[config.mk]
export PLATFORM = sky130hd
export DESIGN_NAME = pc_seq
export DESIGN_NICKNAME = d
export VERILOG_FILES = /design/src/rtl/pc_pkg.sv /design/src/rtl/pc_ras.sv /design/src/rtl/pc_seq.sv
export SDC_FILE = /design/constraint.sdc
export NUM_CORES = 1
export LEC_CHECK = 0
export CORE_UTILIZATION = 59
export DETAILED_ROUTE_END_ITERATION = 16
export GPL_TIMING_DRIVEN = 0
export PLACE_DENSITY = 0.95
export RECOVER_POWER = 100
export SLEW_MARGIN = 20
export SYNTH_ARGS = -nofsm -noshare
export SYNTH_HDL_FRONTEND = slang
export SYNTH_SLANG_ARGS = --single-unit
export TNS_END_PERCENT = 50
[constraint.sdc]
create_clock -name clk -period 4.2 [get_ports clk]
set_input_delay 0.84 -clock clk [delete_from_list [all_inputs] [get_ports clk]]
set_output_delay 0.84 -clock clk [all_outputs]
set_load 0.02 [all_outputs]
[src/rtl/pc_pkg.sv]
// Shared types and default parameter values for the program-counter sequencer.
package pc_pkg;

   typedef enum logic [2:0] {
      SEL_HOLD,
      SEL_RET,
      SEL_CALL,
      SEL_ABS,
      SEL_REL,
      SEL_SEQ
   } sel_t;

   localparam int          PC_W_DEF      = 10;
   localparam int          STEP_DEF      = 4;
   localparam int          RAS_DEPTH_DEF = 4;
   localparam int unsigned RESET_PC_DEF  = 0;

endpackage

[src/rtl/pc_ras.sv]
// Circular return-address stack: a push while full overwrites the oldest entry.
module pc_ras #(
   parameter int W     = 10,
   parameter int DEPTH = 4
) (
   input  logic                     clk,
   input  logic                     reset,
   input  logic                     push,
   input  logic                     pop,
   input  logic [W-1:0]             push_data,
   output logic [W-1:0]             top,
   output logic [$clog2(DEPTH):0]   count,
   output logic                     full,
   output logic                     empty
);

   localparam int PTR_W = $clog2(DEPTH);
   localparam int CNT_W = PTR_W + 1;

   logic [W-1:0]     mem [DEPTH];
   logic [PTR_W-1:0] ptr_reg, ptr_next;
   logic [CNT_W-1:0] count_reg, count_next;
   logic             full_reg, empty_reg;

   // ptr_reg is the next free slot; once full it is also the oldest entry.
   always_comb begin
      ptr_next   = ptr_reg;
      count_next = count_reg;
      if (push) begin
         ptr_next = ptr_reg + 1'b1;
         if (count_reg != CNT_W'(DEPTH))
            count_next = count_reg + 1'b1;
      end else if (pop && count_reg != '0) begin
         ptr_next   = ptr_reg - 1'b1;
         count_next = count_reg - 1'b1;
      end
   end

   always_ff @(posedge clk) begin
      if (reset) begin
         ptr_reg   <= '0;
         count_reg <= '0;
         full_reg  <= 1'b0;
         empty_reg <= 1'b1;
      end else begin
         ptr_reg   <= ptr_next;
         count_reg <= count_next;
         full_reg  <= (count_next == CNT_W'(DEPTH));
         empty_reg <= (count_next == '0);
      end
   end

   always_ff @(posedge clk) begin
      if (push)
         mem[ptr_reg] <= push_data;
   end

   assign top   = mem[ptr_reg - 1'b1];
   assign count = count_reg;
   assign full  = full_reg;
   assign empty = empty_reg;

endmodule

[src/rtl/pc_seq.sv]
// Program-counter sequencer with call/return stack and sticky overflow/underflow flags.
// Optional target alignment check enabled by defining PC_ALIGN_CHK_EN.
module pc_seq
   import pc_pkg::*;
#(
   parameter int          PC_W      = PC_W_DEF,
   parameter int          STEP      = STEP_DEF,
   parameter int          RAS_DEPTH = RAS_DEPTH_DEF,
   parameter int unsigned RESET_PC  = RESET_PC_DEF
) (
   input  logic            clk,
   input  logic            reset,
   input  logic            stall,
   input  logic            ret,
   input  logic            call,
   input  logic            branch_enable,
   input  logic            rel_enable,
   input  logic [PC_W-1:0] target,
   input  logic [PC_W-1:0] rel_off,
   output logic [PC_W-1:0] p_ct,
   output logic            ras_empty,
   output logic            ras_full,
   output logic            ras_ovf,
   output logic            ras_unf,
   output logic            misalign
);

   sel_t                      sel;
   logic [PC_W-1:0]           pc_reg, pc_next, raw_pc, seq_pc, ras_top;
   logic                      push, pop;
   logic                      ovf_reg, unf_reg, misalign_reg, misalign_next;
   logic [$clog2(RAS_DEPTH):0] ras_count;

   always_comb begin
      sel = SEL_SEQ;
      if (stall)              sel = SEL_HOLD;
      else if (ret)           sel = SEL_RET;
      else if (call)          sel = SEL_CALL;
      else if (branch_enable) sel = SEL_ABS;
      else if (rel_enable)    sel = SEL_REL;
   end

   assign seq_pc = pc_reg + PC_W'(STEP);

   // A return on an empty stack falls through to the sequential address.
   always_comb begin
      raw_pc = seq_pc;
      push   = 1'b0;
      pop    = 1'b0;
      case (sel)
         SEL_HOLD: raw_pc = pc_reg;
         SEL_RET: begin
            if (!ras_empty) begin
               raw_pc = ras_top;
               pop    = 1'b1;
            end
         end
         SEL_CALL: begin
            raw_pc = target;
            push   = 1'b1;
         end
         SEL_ABS: raw_pc = target;
         SEL_REL: raw_pc = pc_reg + rel_off;
         default: raw_pc = seq_pc;
      endcase
   end

`ifdef PC_ALIGN_CHK_EN
   localparam logic [PC_W-1:0] ALIGN_MASK = PC_W'(STEP - 1);
   logic checked;
   assign checked       = (sel == SEL_CALL) || (sel == SEL_ABS) || (sel == SEL_REL);
   assign pc_next       = checked ? (raw_pc & ~ALIGN_MASK) : raw_pc;
   assign misalign_next = checked && (|(raw_pc & ALIGN_MASK));
`else
   assign pc_next       = raw_pc;
   assign misalign_next = 1'b0;
`endif

   always_ff @(posedge clk) begin
      if (reset) begin
         pc_reg       <= PC_W'(RESET_PC);
         ovf_reg      <= 1'b0;
         unf_reg      <= 1'b0;
         misalign_reg <= 1'b0;
      end else begin
         pc_reg       <= pc_next;
         ovf_reg      <= ovf_reg | ((sel == SEL_CALL) && ras_full);
         unf_reg      <= unf_reg | ((sel == SEL_RET) && ras_empty);
         misalign_reg <= misalign_next;
      end
   end

   pc_ras #(
      .W     (PC_W),
      .DEPTH (RAS_DEPTH)
   ) u_ras (
      .clk       (clk),
      .reset     (reset),
      .push      (push),
      .pop       (pop),
      .push_data (seq_pc),
      .top       (ras_top),
      .count     (ras_count),
      .full      (ras_full),
      .empty     (ras_empty)
   );

   assign p_ct     = pc_reg;
   assign ras_ovf  = ovf_reg;
   assign ras_unf  = unf_reg;
   assign misalign = misalign_reg;

endmodule

After elaboration in Yosys (flattened, before gate mapping)
Memories as Yosys holds them, arrays and structs flattened.
Index checks and enable logic that the tools add are counted.
- register bits after elaboration: 19
- memory bits (writable): 40
- input bits: 27
- output and inout port bits: 15
- word-level logic and storage cells: 47
- memories: 1
- memories (memory ; depth ; bits a word ; read ports ; clocked after memory_dff ; wr ports ; line ; RTL):
    u_ras.mem ; 4 ; 10 ; 1 ; 0 ; 1 ; pc_ras.sv:20 ; logic [W-1:0] mem [DEPTH];
- add/sub/neg operators: 6
- equal/unequal tests: 6
- multiplexer cells: 17
- bitwise operators: 2
- reductions and logical operators: 8
- operators by type and width (kind ; number):
    one-hot mux 10 bit (4 select lines) ; 1
    two-way mux 3 bit ; 7
    adder 10 bit ; 1
    adder 10 x 3 -> 10 bit (second input constant) ; 1
    two-way mux 10 bit ; 1
    equality test 3 x 2 -> 1 bit (second input constant) ; 2
    equality test 3 bit (second input constant) ; 2
    logical NOT 3 bit ; 2
    two-way mux 1 bit ; 6
    two-way mux 2 bit ; 2
    adder 3 x 1 -> 3 bit (second input constant) ; 1
    equality test 3 x 1 -> 1 bit (second input constant) ; 1
    logical AND 1 bit ; 3
    inequality test 3 bit (second input constant) ; 1
    nonzero test 3 bit ; 1
    subtractor 3 x 1 -> 3 bit (second input constant) ; 1
    adder 2 x 1 -> 2 bit (second input constant) ; 1
    bitwise OR 1 bit ; 2
    nonzero test 2 bit ; 1
    OR reduction 2 bit ; 1
    subtractor 2 x 1 -> 2 bit (second input constant) ; 1

Depth between registers and ports, before layout
Gate-level depths: netlist (run 1).
- depth in word-level cells: 11
- depth in mapped cells: 8
- depth with buffers taken out: 7

By module
From an unflattened synthesis (run 1), not the netlist that was laid out.
- cell total of the unflattened synthesis: 258
- area total of the unflattened synthesis: 3219.3 um2
- modules (own cells, without submodules) (module ; times used ; cells each ; area an instance (um2)):
    pc_ras ; 1 ; 104 ; 1929.4
    pc_seq ; 1 ; 154 ; 1290.0

Least setup slack after synthesis (run 1)
OpenSTA, ideal clock, no wires.
- path kind: input-to-reg
- start: in rel_off[0]
- end: reg pc_reg[8], in the netlist p_ct[8]
- setup time: 0.062 ns
- data arrival time: 2.261 ns
- required time: 4.138 ns
- path slack: 1.877 ns
- stages: 7
- buffers on the path: 0
- cells stage by stage: ha_1 fa_1 a21o_1 nand4_1 a21oi_1 or3_1 nand3_1
- word-level cells in the longest chain between the ends: 2
- ends and longest elaborated chain (item ; line ; RTL):
    start: declaration ; pc_seq.sv:19 ; input logic [PC_W-1:0] rel_off,
    adder 10 bit ; pc_seq.sv:63 ; SEL_REL: raw_pc = pc_reg + rel_off;
    one-hot mux 10 bit (4 select lines) ; pc_seq.sv:50 ; case (sel)
    end signal: assignment ; pc_seq.sv:81 ; pc_reg <= PC_W'(RESET_PC);
    end signal: assignment ; pc_seq.sv:86 ; pc_reg <= pc_next;
    end: declaration ; pc_seq.sv:29 ; logic [PC_W-1:0] pc_reg, pc_next, raw_pc, seq_pc, ras_top;
No other way between the ends.
A chain may end at the register's enable or synchronous reset.

Final worst setup path (run 1)
- start: in stall
- end: mem u_ras.mem[3][2] (enable)
- word-level cells in the longest chain between the ends: 5
- ends and longest elaborated chain (item ; line ; RTL):
    start: declaration ; pc_seq.sv:13 ; input logic stall,
    two-way mux 3 bit ; pc_seq.sv:36 ; if (stall) sel = SEL_HOLD;
    equality test 3 x 2 -> 1 bit ; pc_seq.sv:50 ;
    two-way mux 1 bit ; pc_seq.sv:50 ;
    two-way mux 1 bit ; pc_ras.sv:54 ; if (push)
    two-way mux 1 bit (not written as such) ; pc_ras.sv:55 ; mem[ptr_reg] <= push_data;
    end: declaration ; pc_ras.sv:20 ;
No other way between the ends.

==> impl_results.md, run 1 <==
- Final hold vios: 0
- # IOs: between 40 and 50
- Clk sinks: roughly 60
- Fin crit share: 77.2%
- Outcome: complete, no violations
- Die ar.: around 5600 um2
- Post-Route Setup TNS: 0 ns
- RSZ-0062 raised after global routing: no
- Root buffer cell: clkbuf_8
- Hold EP: ras_ovf$_SDFF_PP0_
- Lkg Pwr: around 0.0014 uW
- Post-synth ARST share: 0%
- First-pass detailed-route iteration total: 5
- TritonCTS clock tree: done
- Fin util: 73.7%
- Hold_buf cts: 0
- Critical R2R Capture: p_ct[7]$_SDFFE_PP0N_
- Gp weighted congestion: between 0.8 and 0.9
- Via Count: around 2400
- Worst EP arrival: around 3.2 ns
- Core area: between 5000 and 6000 um2
- Synth warnings: 0
- CP startpoint kind: primary input
- Post-layout min period: roughly 3.2 ns
- PnR worst setup slack: roughly 0.96 ns
- Ranking of synthesized cells by area: edfxtp_1, dfxtp_1, ha_1, mux4_1, a21oi_1
- Yosys cell types: 56
- Mapped Nets: 305
- Mapped Area: between 3000 and 4000 um2
- Actual slew at the worst max-slew pin: ~0.86 ns
- Crit path buf inv count: 2
- CTS Buf Count: 9
- Max Root-Sink Buffers: 2
- Share of layout cells above drive strength 1: 8.57%
- Top_reg_cell synth: edfxtp_1
- Reg-to-reg critical path startpoint: u_ras.ptr_reg[0]$_SDFFE_PP0P_
- Seq/Total Area, Yosys: 50.1%
- Yosys top cell by area: edfxtp_1
- Post-synthesis register bit count: 59
- Peak VDD IR: around 370 uV
- Post-synth EDFFs: 40
- Hold Crit Class: reg2reg
- Post-CTS resize count: 0
- CP required: ~4.2 ns
- Drt total wl: 7320 um
- Post-synth top area share: between 30% and 40%
- Commonest non-fill, non-tap cell in the layout: edfxtp_1
- Row cnt: 26
- Die H: approximately 75 um
- Final ANT Viol Nets: 0
- CP delay by family, top: simple AND/OR/NAND/NOR gates
- Max FFs per register: 40
- PortBufs: 39
- GRT met3 Usage: roughly 6.3%
- Initial Util: 61.4%
- Hold_sp: ras_ovf$_SDFF_PP0_
- Reg2Reg Depth: 7
- Largest stage delay, worst path: 0.77 ns
- Reg clk slew, reported paths: 0.06 ns
- Met2 GRT Util: a little under half
- Dpl ws: 1.32 ns
- PwrDens: 361 nW/um2
- H-tree depth: 3
- Area Overhead vs Synth: 20.0%
- Max Clock Freq: ~310 MHz
- Clock Skew: approximately 0.0069 ns
- # setup viols final: 0
- Total grt overflow: 0
- Max_slew headroom: a little over two fifths
- Most frequent cells in the layout: edfxtp_1, clkdlybuf4s50_1, a21oi_1, dfxtp_1, ha_1
- Vias per cell: 6.24
- Avg Cell Area, Syn: between 10 and 15 um2
- Post-CTS Setup Repair Bufs: 0
- Fin. max-slew vios: 0
- DRC viols: 0
- Global routing's busiest layer: met2
- Routed WL per cell: 19.0 um
- Post-DP HPWL: 5180 um
- Worst Path Max Fanout: 10
- Antenna violations before repair: 0
- DRC marker count from the first detailed-route iteration: 191
- Die Span X: about 75 um
- Antenna cells: 0
- WHS: about 0.47 ns
- Final nets: between 300 and 400
- Slowest CP cell: and2_0
- Clock Latency Late Sink: 0.33 ns
- Met1 Use GR: between 30% and 40%
- Overall Global Routing Usage: roughly 28%
- Critical-path cell list: dlygate4sd3_1, clkbuf_1, nor3b_1, and2_0
- Vias in the first global route: between 2000 and 2500
- Max-cap violation count: 0
- R2R setup slack: around 1.6 ns
- Kind of critical path: in2reg
- Synth Instances: 260
- First-pass GRT wire length: 11000 um
- Hold path depth: 2
- CP endpoint kind: register
- Largest net degree at the start of global routing: 11
cell usage after synthesis (3+ instances only):
cell       n
a211o_1    3
a211oi_1   5
a21o_1     5
a21oi_1   18
a222oi_1   3
a31oi_1    3
and2_1     4
and3_1     5
buf_4      4
dfxtp_1   19
edfxtp_1  40
ha_1      17
inv_1     11
mux4_1     7
mux4_2     3
nand2_1   16
nand3_1    7
nor2_1    14
o211ai_1   3
o21a_1     3
o21ai_0   14
or3_1      3
xnor2_1    6
xor2_1     5
power breakdown:
group | switching [uW] | internal, uW | leakage [uW]
registers | 22.7 | 643 | 0.000522
clock network | 212 | 269 | 0.0000935
logic | 121 | 102 | 0.000827
total | 355 | 1010 | 0.00144
final cells by class:
| class | count | area [um2] |
|---|---|---|
| Multi-Input combinational cell | 179 | 1440 |
| Buffer | 11 | 65.1 |
| Timing Repair Buffer | 39 | 390 |
| Tap cell | 70 | 87.6 |
| Sequential cell | 59 | 1580 |
| Clock inverter | 6 | 56.3 |
| Clock buffer | 10 | 128 |
| Inverter | 11 | 41.3 |
| Fill cell | 355 | 1350 |
per-layer routing:
metal / wire, um / share of wire [%]
met1: 2950 / 40
met2: 3730 / 51
met3: 482 / 6.6
met4: 161 / 2.2
met5: 0 / 0
worst max-delay path by stage:
| stage | slack, ns | endpoint | start | depth (start not counted) |
|---|---|---|---|---|
| 5_1_grt | 0.85 | u_ras.full$_SDFF_PP0_ | stall | 7 |
| 4_1_cts | 1.56 | p_ct[1]$_SDFFE_PP0P_ | u_ras.ptr_reg[0]$_SDFFE_PP0P_ | 7 |
| 3_3_place_gp | 1.35 | p_ct[8]$_SDFFE_PP0N_ | rel_off[0] | 8 |
| 3_5_place_dp | 1.32 | p_ct[8]$_SDFFE_PP0N_ | rel_off[0] | 8 |
| 6_report | 0.96 | u_ras.mem[3][2]$_DFFE_PP_ | stall | 4 |
| 2_1_floorplan | 1.88 | p_ct[8]$_SDFFE_PP0N_ | rel_off[0] | 7 |
through the flow:
step	std cells	area [um2]	power, uW
final	385	3790	1370
after global routing	385	3790	1420
after CTS	385	3820	1380
after detailed placement	369	3640	902
after global placement	369	3640	892
after floorplan	260	3160	815
kinds of logic after synthesis:
logic type / after synthesis / share of synthesized area [%]
other: 1 / 0.119
and+or+nand+nor: 63 / 11.2
adders and majority gates: 18 / 7.37
xor gates and xnor gates: 11 / 3.05
muxes: 11 / 8.28
DFF: 59 / 50.1
buffers and inverters: 22 / 3.64
AOI/OAI and AO/OA: 75 / 16.3
worst min-delay path, cell delays in order, from the launching register on:
cell,delay [ns]
dfxtp_1,0.32
a21oi_1,0.05
nor2_1,0.07
(Power assumes the default switching activity.)
==> inputs of run 2 (changes only) <==
Settings changed: CORE_UTILIZATION 59 to 50, PLACE_DENSITY 0.95 to 0.86.
Clock period 4.2 ns to 2.9 ns, I/O delays scaled along.
==> impl_results.md, run 2 (synthesis gave the netlist of run 1 again) <==
- Outcome: complete, no violations
- Antenna cells: 0 (unchanged)
- Clock Latency Late Sink: 0.34 ns (about the same)
- CP endpoint kind: register
- Worst Path Max Fanout: 10 (unchanged)
- Actual slew at the worst max-slew pin: 0.772 ns (-0.0834 ns)
- R2R setup slack: 0.33 ns (-1.28 ns)
- RSZ-0062 raised after global routing: no
- Largest net degree at the start of global routing: 11 (unchanged)
- Drt total wl: 7130 um (-2.6%)
- Initial Util: 52.7% (-8.7 points)
- Critical-path cell list: buf_6, inv_1, ha_1, clkbuf_1, mux4_1, a22o_1, o21ai_0, nand3_1
- DRC marker count from the first detailed-route iteration: 185 (-3.1%)
- Gp weighted congestion: 0.821 (-2.1%)
- Via Count: 2334 (-2.8%)
- CP startpoint kind: register
- Reg-to-reg critical path startpoint: u_ras.ptr_reg[0]$_SDFFE_PP0P_
- Reg2Reg Depth: 8 (+1)
- Final hold vios: 0 (unchanged)
- Die ar.: 6640 um2 (+18%)
- Placed cell area: 3640 um2 (+0.17%)
- PortBufs: 39 (unchanged)
- Hold Crit Class: reg2reg
- CP required: 3.12 ns (-1.04 ns)
- Core area: 5990 um2 (+17%)
- Fin. max-slew vios: 0 (unchanged)
- Largest stage delay, worst path: 0.47 ns (-0.30 ns)
- Hold EP: ras_unf$_SDFF_PP0_
- Max Clock Freq: roughly 390 MHz
- Max-cap violation count: 0 (unchanged)
- Fin crit share: 88.8%
- Total grt overflow: 0 (unchanged)
- Final nets: 355 (unchanged)
- Share of layout cells above drive strength 1: 8.92% (+0.35 points)
- # setup viols final: 0 (unchanged)
- CP delay by family, top: buffers and inverters
- # IOs: 42 (unchanged)
- Routed WL per cell: 18.3 um (-3.6%)
- Post-CTS resize count: 0 (unchanged)
- Final instance area: 3780 um2 (-0.20%)
- Worst EP arrival: 2.79 ns (-0.41 ns)
- Max_slew headroom: 48.5% (+5.7 points)
- Kind of critical path: reg2reg
- Crit path buf inv count: 3 (+1)
- Reg clk slew, reported paths: 0.07 ns (about the same)
- Fin cells: 389 (+1.0%)
- Reg area: 1580 um2 (unchanged)
- Placed insts: 374 (+1.4%)
- Clk sinks: 59 (unchanged)
- Max Root-Sink Buffers: 2 (unchanged)
- Post-DP HPWL: 5180 um (about the same)
- First-pass detailed-route iteration total: 4 (-1)
- Commonest non-fill, non-tap cell in the layout: edfxtp_1
- Fillers: 457 (+29%)
- Peak VDD IR: 290 uV (-21%)
- CTS Buf Count: 9 (unchanged)
- Area Overhead vs Synth: 19.8%
- Vias in the first global route: 2317 (+2.1%)
- First-pass GRT wire length: 11100 um (+1.0%)
- Post-layout min period: between 2 and 3 ns
- TritonCTS clock tree: done
- Hold_buf cts: 0 (unchanged)
- Clock Skew: 0.00538 ns (-0.00155 ns)
- Hold path depth: 2 (unchanged)
- Root buffer cell: clkbuf_8
- Post-Route Setup TNS: 0 ns (unchanged)
- Die Span X: 81.5 um (+8.4%)
- DRC viols: 0 (unchanged)
- Slowest CP cell: clkbuf_1
- Die H: 81.5 um (+8.4%)
- Vias per cell: 6.00 (-3.8%)
- H-tree depth: 3 (unchanged)
- Overall Global Routing Usage: 23.7% (-4.0 points)
- Post-CTS Setup Repair Bufs: 0 (unchanged)
- Row cnt: 28 (+7.7%)
- Lkg Pwr: 0.00144 uW (-0.48%)
- Antenna violations before repair: 0 (unchanged)
- Critical R2R Capture: p_ct[8]$_SDFFE_PP0N_
- PnR Total Power: 1910 uW (+39%)
- Final ANT Viol Nets: 0 (unchanged)
- Area of the multi-input gates: 1450 um2 (+0.78%)
- Hold_sp: ras_unf$_SDFF_PP0_
- Most frequent cells in the layout: edfxtp_1, clkdlybuf4s50_1, a21oi_1, dfxtp_1, ha_1
- Max FFs per register: 40 (unchanged)
- PwrDens: 505 nW/um2 (+40%)
## run 2: through the flow
stage,hold slack [ns],utilization [%],worst slack (ns)
after detailed placement,0.461,60.8,0.263
final,0.482,63.1,0.326
after CTS,0.488,63.5,0.334
after floorplan,0.491,-,0.794
after global routing,0.504,63.1,0.141
after global placement,0.453,60.8,0.302
## run 2: layout make-up
cell class | count | share of cell area (%)
Timing Repair Buffer | 39 | 10.3
Inverter | 11 | 1.09
Buffer | 11 | 1.72
Multi-Input combinational cell | 179 | 38.4
Clock buffer | 10 | 3.37
Sequential cell | 59 | 41.8
Clock inverter | 5 | 0.827
Tap cell | 75 | 2.48
## run 2: layer usage
metal | vias up | GRT usage [%] | part of all wire [%]
met3 | 17 | 5.11 | 4.4
met4 | 0 | 13.6 | 2.6
li1 | 1113 | - | -
met1 | 1131 | 27.4 | 43
met2 | 73 | 40.5 | 50
met5 | - | 0 | 0
## run 2: power breakdown
part / leakage, uW / switching [uW] / internal, uW
Combinational: 0.000831 / 175 / 149
Clock: 0.0000819 / 323 / 302
Sequential: 0.000522 / 30.6 / 931
Total: 0.00144 / 528 / 1380
## run 2: worst register-to-register path, delay by kind of cell, from the launching register on
kind            cells  cell delay, ns
compound gates      2            0.36
flops               1            0.42
buf+inv             3            0.80
mux                 1            0.41
fa+ha+maj           1            0.39
simple gates        1            0.08
## run 2: worst max-delay path by stage
stage | slack (ns) | cells past startpoint | start | endpoint
finish | 0.33 | 8 | u_ras.ptr_reg[0]$_SDFFE_PP0P_ | p_ct[8]$_SDFFE_PP0N_
global route | 0.14 | 7 | u_ras.ptr_reg[0]$_SDFFE_PP0P_ | p_ct[0]$_SDFFE_PP0P_
CTS | 0.33 | 7 | u_ras.ptr_reg[0]$_SDFFE_PP0P_ | p_ct[0]$_SDFFE_PP0P_
detailed placement | 0.26 | 8 | rel_off[0] | p_ct[8]$_SDFFE_PP0N_
global placement | 0.30 | 8 | rel_off[0] | p_ct[8]$_SDFFE_PP0N_
floorplan | 0.79 | 7 | u_ras.ptr_reg[0]$_SDFFE_PP0P_ | p_ct[7]$_SDFFE_PP0N_
==> inputs of run 3 (changes only) <==
Settings changed: CORE_UTILIZATION 50 to 40, PLACE_DENSITY 0.86 to 0.73.
==> impl_results.md, run 3 (synthesis gave the netlist of run 1 again) <==
- R2R setup slack: 0.32 ns (about the same)
- CP endpoint kind: register
- Max Clock Freq: 388 MHz (-0.14%)
- Post-CTS Setup Repair Bufs: 0 (unchanged)
- Antenna violations before repair: 0 (unchanged)
- Failing checks: design-rule violations
- Area Overhead vs Synth: 22.1%
- Fin cells: 417 (+7.2%)
- CP required: 3.11 ns (about the same)
- Clk sinks: 59 (unchanged)
- DRC marker count from the first detailed-route iteration: 123 (-34%)
- Final hold vios: 0 (unchanged)
- Initial Util: 41.1% (-12 points)
- Die ar.: 8250 um2 (+24%)
- Gp weighted congestion: 0.820 (-0.15%)
- Core area: 7690 um2 (+28%)
- Hold_buf cts: 0 (unchanged)
- Reg2Reg Depth: 7 (-1)
- # setup viols final: 0 (unchanged)
- Max-cap violation count: 0 (unchanged)
- Vias in the first global route: 2331 (+0.60%)
- Max_slew headroom: 47.6% (-0.88 points)
- Drt total wl: 7010 um (-1.7%)
- Final ANT Viol Nets: 0 (unchanged)
- Critical path endpoint: p_ct[7]$_SDFFE_PP0N_
- H-tree depth: 3 (unchanged)
- Share of layout cells above drive strength 1: 8.57% (-0.35 points)
- RSZ-0062 raised after global routing: no
- Peak VDD IR: 258 uV (-11%)
- Crit. Startpoint: u_ras.ptr_reg[0]$_SDFFE_PP0P_
- PortBufs: 39 (unchanged)
- PwrDens: 543 nW/um2 (+7.5%)
- Actual slew at the worst max-slew pin: 0.785 ns (+0.0132 ns)
- Post-CTS resize count: 0 (unchanged)
- Row cnt: 32 (+14%)
- CP startpoint kind: register
- Largest net degree at the start of global routing: 11 (unchanged)
- Lkg Pwr: 0.00145 uW (+1.1%)
- Die H: 90.9 um (+12%)
- Critical R2R Capture: p_ct[7]$_SDFFE_PP0N_
- Vias per cell: 5.53 (-7.8%)
- CTS Buf Count: 9 (unchanged)
- Antenna cells: 0 (unchanged)
- Reg-to-reg critical path startpoint: u_ras.ptr_reg[0]$_SDFFE_PP0P_
- Fin. max-slew vios: 0 (unchanged)
- Via Count: 2307 (-1.2%)
- Final nets: 355 (unchanged)
- Most frequent cells in the layout: edfxtp_1, clkdlybuf4s50_1, a21oi_1, dfxtp_1, ha_1
- Overall Global Routing Usage: 17.5% (-6.2 points)
- Total grt overflow: 0 (unchanged)
- Placed insts: 401 (+7.2%)
- Fillers: 668 (+46%)
- Max FFs per register: 40 (unchanged)
- # IOs: 42 (unchanged)
- Reg clk slew, reported paths: 0.07 ns (about the same)
- Hold Crit Class: reg2reg
- Commonest non-fill, non-tap cell in the layout: edfxtp_1
- Root buffer cell: clkbuf_8
- Kind of critical path: reg2reg
- Clock Skew: 0.00887 ns (+0.00350 ns)
- Max Root-Sink Buffers: 2 (unchanged)
- DRC viols: 1 (+1)
- First-pass detailed-route iteration total: 10 (+6)
- First-pass GRT wire length: 11100 um (+0.12%)
- TritonCTS clock tree: done
- Clock Latency Late Sink: 0.33 ns (about the same)
- Outcome: complete, but fails checks
- Routed WL per cell: 16.8 um (-8.3%)
- Fin crit share: 88.9% (+0.13 points)
- Worst Path Max Fanout: 10 (unchanged)
- Post-DP HPWL: 5070 um (-2.2%)
- Post-Route Setup TNS: 0 ns (unchanged)
- Die Span X: 90.9 um (+12%)
- Worst EP arrival: 2.79 ns (about the same)
- Post-layout min period: 2.58 ns (+0.00371 ns)
## run 3: changes by cell type in the layout (fill, tap and decap cells not counted), sizes merged
cell / previous run / this run
bufinv: 0 / 2
clkinv: 4 / 2
clkbuf: 15 / 16
## run 3: report_power, final
| group | internal, uW | switching, uW |
|---|---|---|
| Combinational | 148 | 171 |
| Clock | 482 | 332 |
| Sequential | 930 | 29.4 |
| Total | 1560 | 532 |
## run 3: worst min-delay path by stage
stage                               startpoint                   end  slack (ns)  cells after the start
after detailed placement    ras_ovf$_SDFF_PP0_    ras_ovf$_SDFF_PP0_        0.46                      2
after global routing        ras_ovf$_SDFF_PP0_    ras_ovf$_SDFF_PP0_        0.52                      2
final                       ras_ovf$_SDFF_PP0_    ras_ovf$_SDFF_PP0_        0.47                      2
after global placement      ras_ovf$_SDFF_PP0_    ras_ovf$_SDFF_PP0_        0.45                      2
after CTS                   ras_ovf$_SDFF_PP0_    ras_ovf$_SDFF_PP0_        0.48                      2
after floorplan           p_ct[0]$_SDFFE_PP0P_  p_ct[0]$_SDFFE_PP0P_        0.49                      2
## run 3: area by class of cell
type,count,area [um2],share of cell area [%]
Tap cell,102,128,3.31
Sequential cell,59,1580,41.0
Clock buffer,11,131,3.41
Clock inverter,5,77.6,2.01
Multi-Input combinational cell,179,1440,37.4
Timing Repair Buffer,39,390,10.1
Buffer,11,65.1,1.69
Inverter,11,41.3,1.07
## run 3: critical path: stages (launching register included)
cell      delay (ns)
dfxtp_1         0.41
buf_6           0.20
inv_1           0.11
ha_1            0.39
clkbuf_1        0.46
mux4_2          0.38
a222oi_1        0.39
o22ai_1         0.12
## run 3: metal layers
metal	GRT usage, %	share of wire [%]	vias up	routed length [um]
met5	0	0	-	0
met4	5.82	1.8	0	123
met3	3.28	4.5	11	315
met2	30.7	51	54	3540
met1	21.6	43	1132	3030
li1	-	-	1110	-
## run 3: through the flow
stage / setup slack (ns) / cell area [um2] / hold WS [ns] / utilization [%] / power [uW]
2_1_floorplan: 0.794 / 3160 / 0.491 / - / 1180
3_3_place_gp: 0.292 / 3680 / 0.452 / 47.8 / 1300
3_5_place_dp: 0.280 / 3680 / 0.462 / 47.8 / 1300
4_1_cts: 0.325 / 3880 / 0.478 / 50.5 / 2110
5_1_grt: 0.137 / 3850 / 0.524 / 50.1 / 2160
6_report: 0.322 / 3850 / 0.466 / 50.1 / 2090
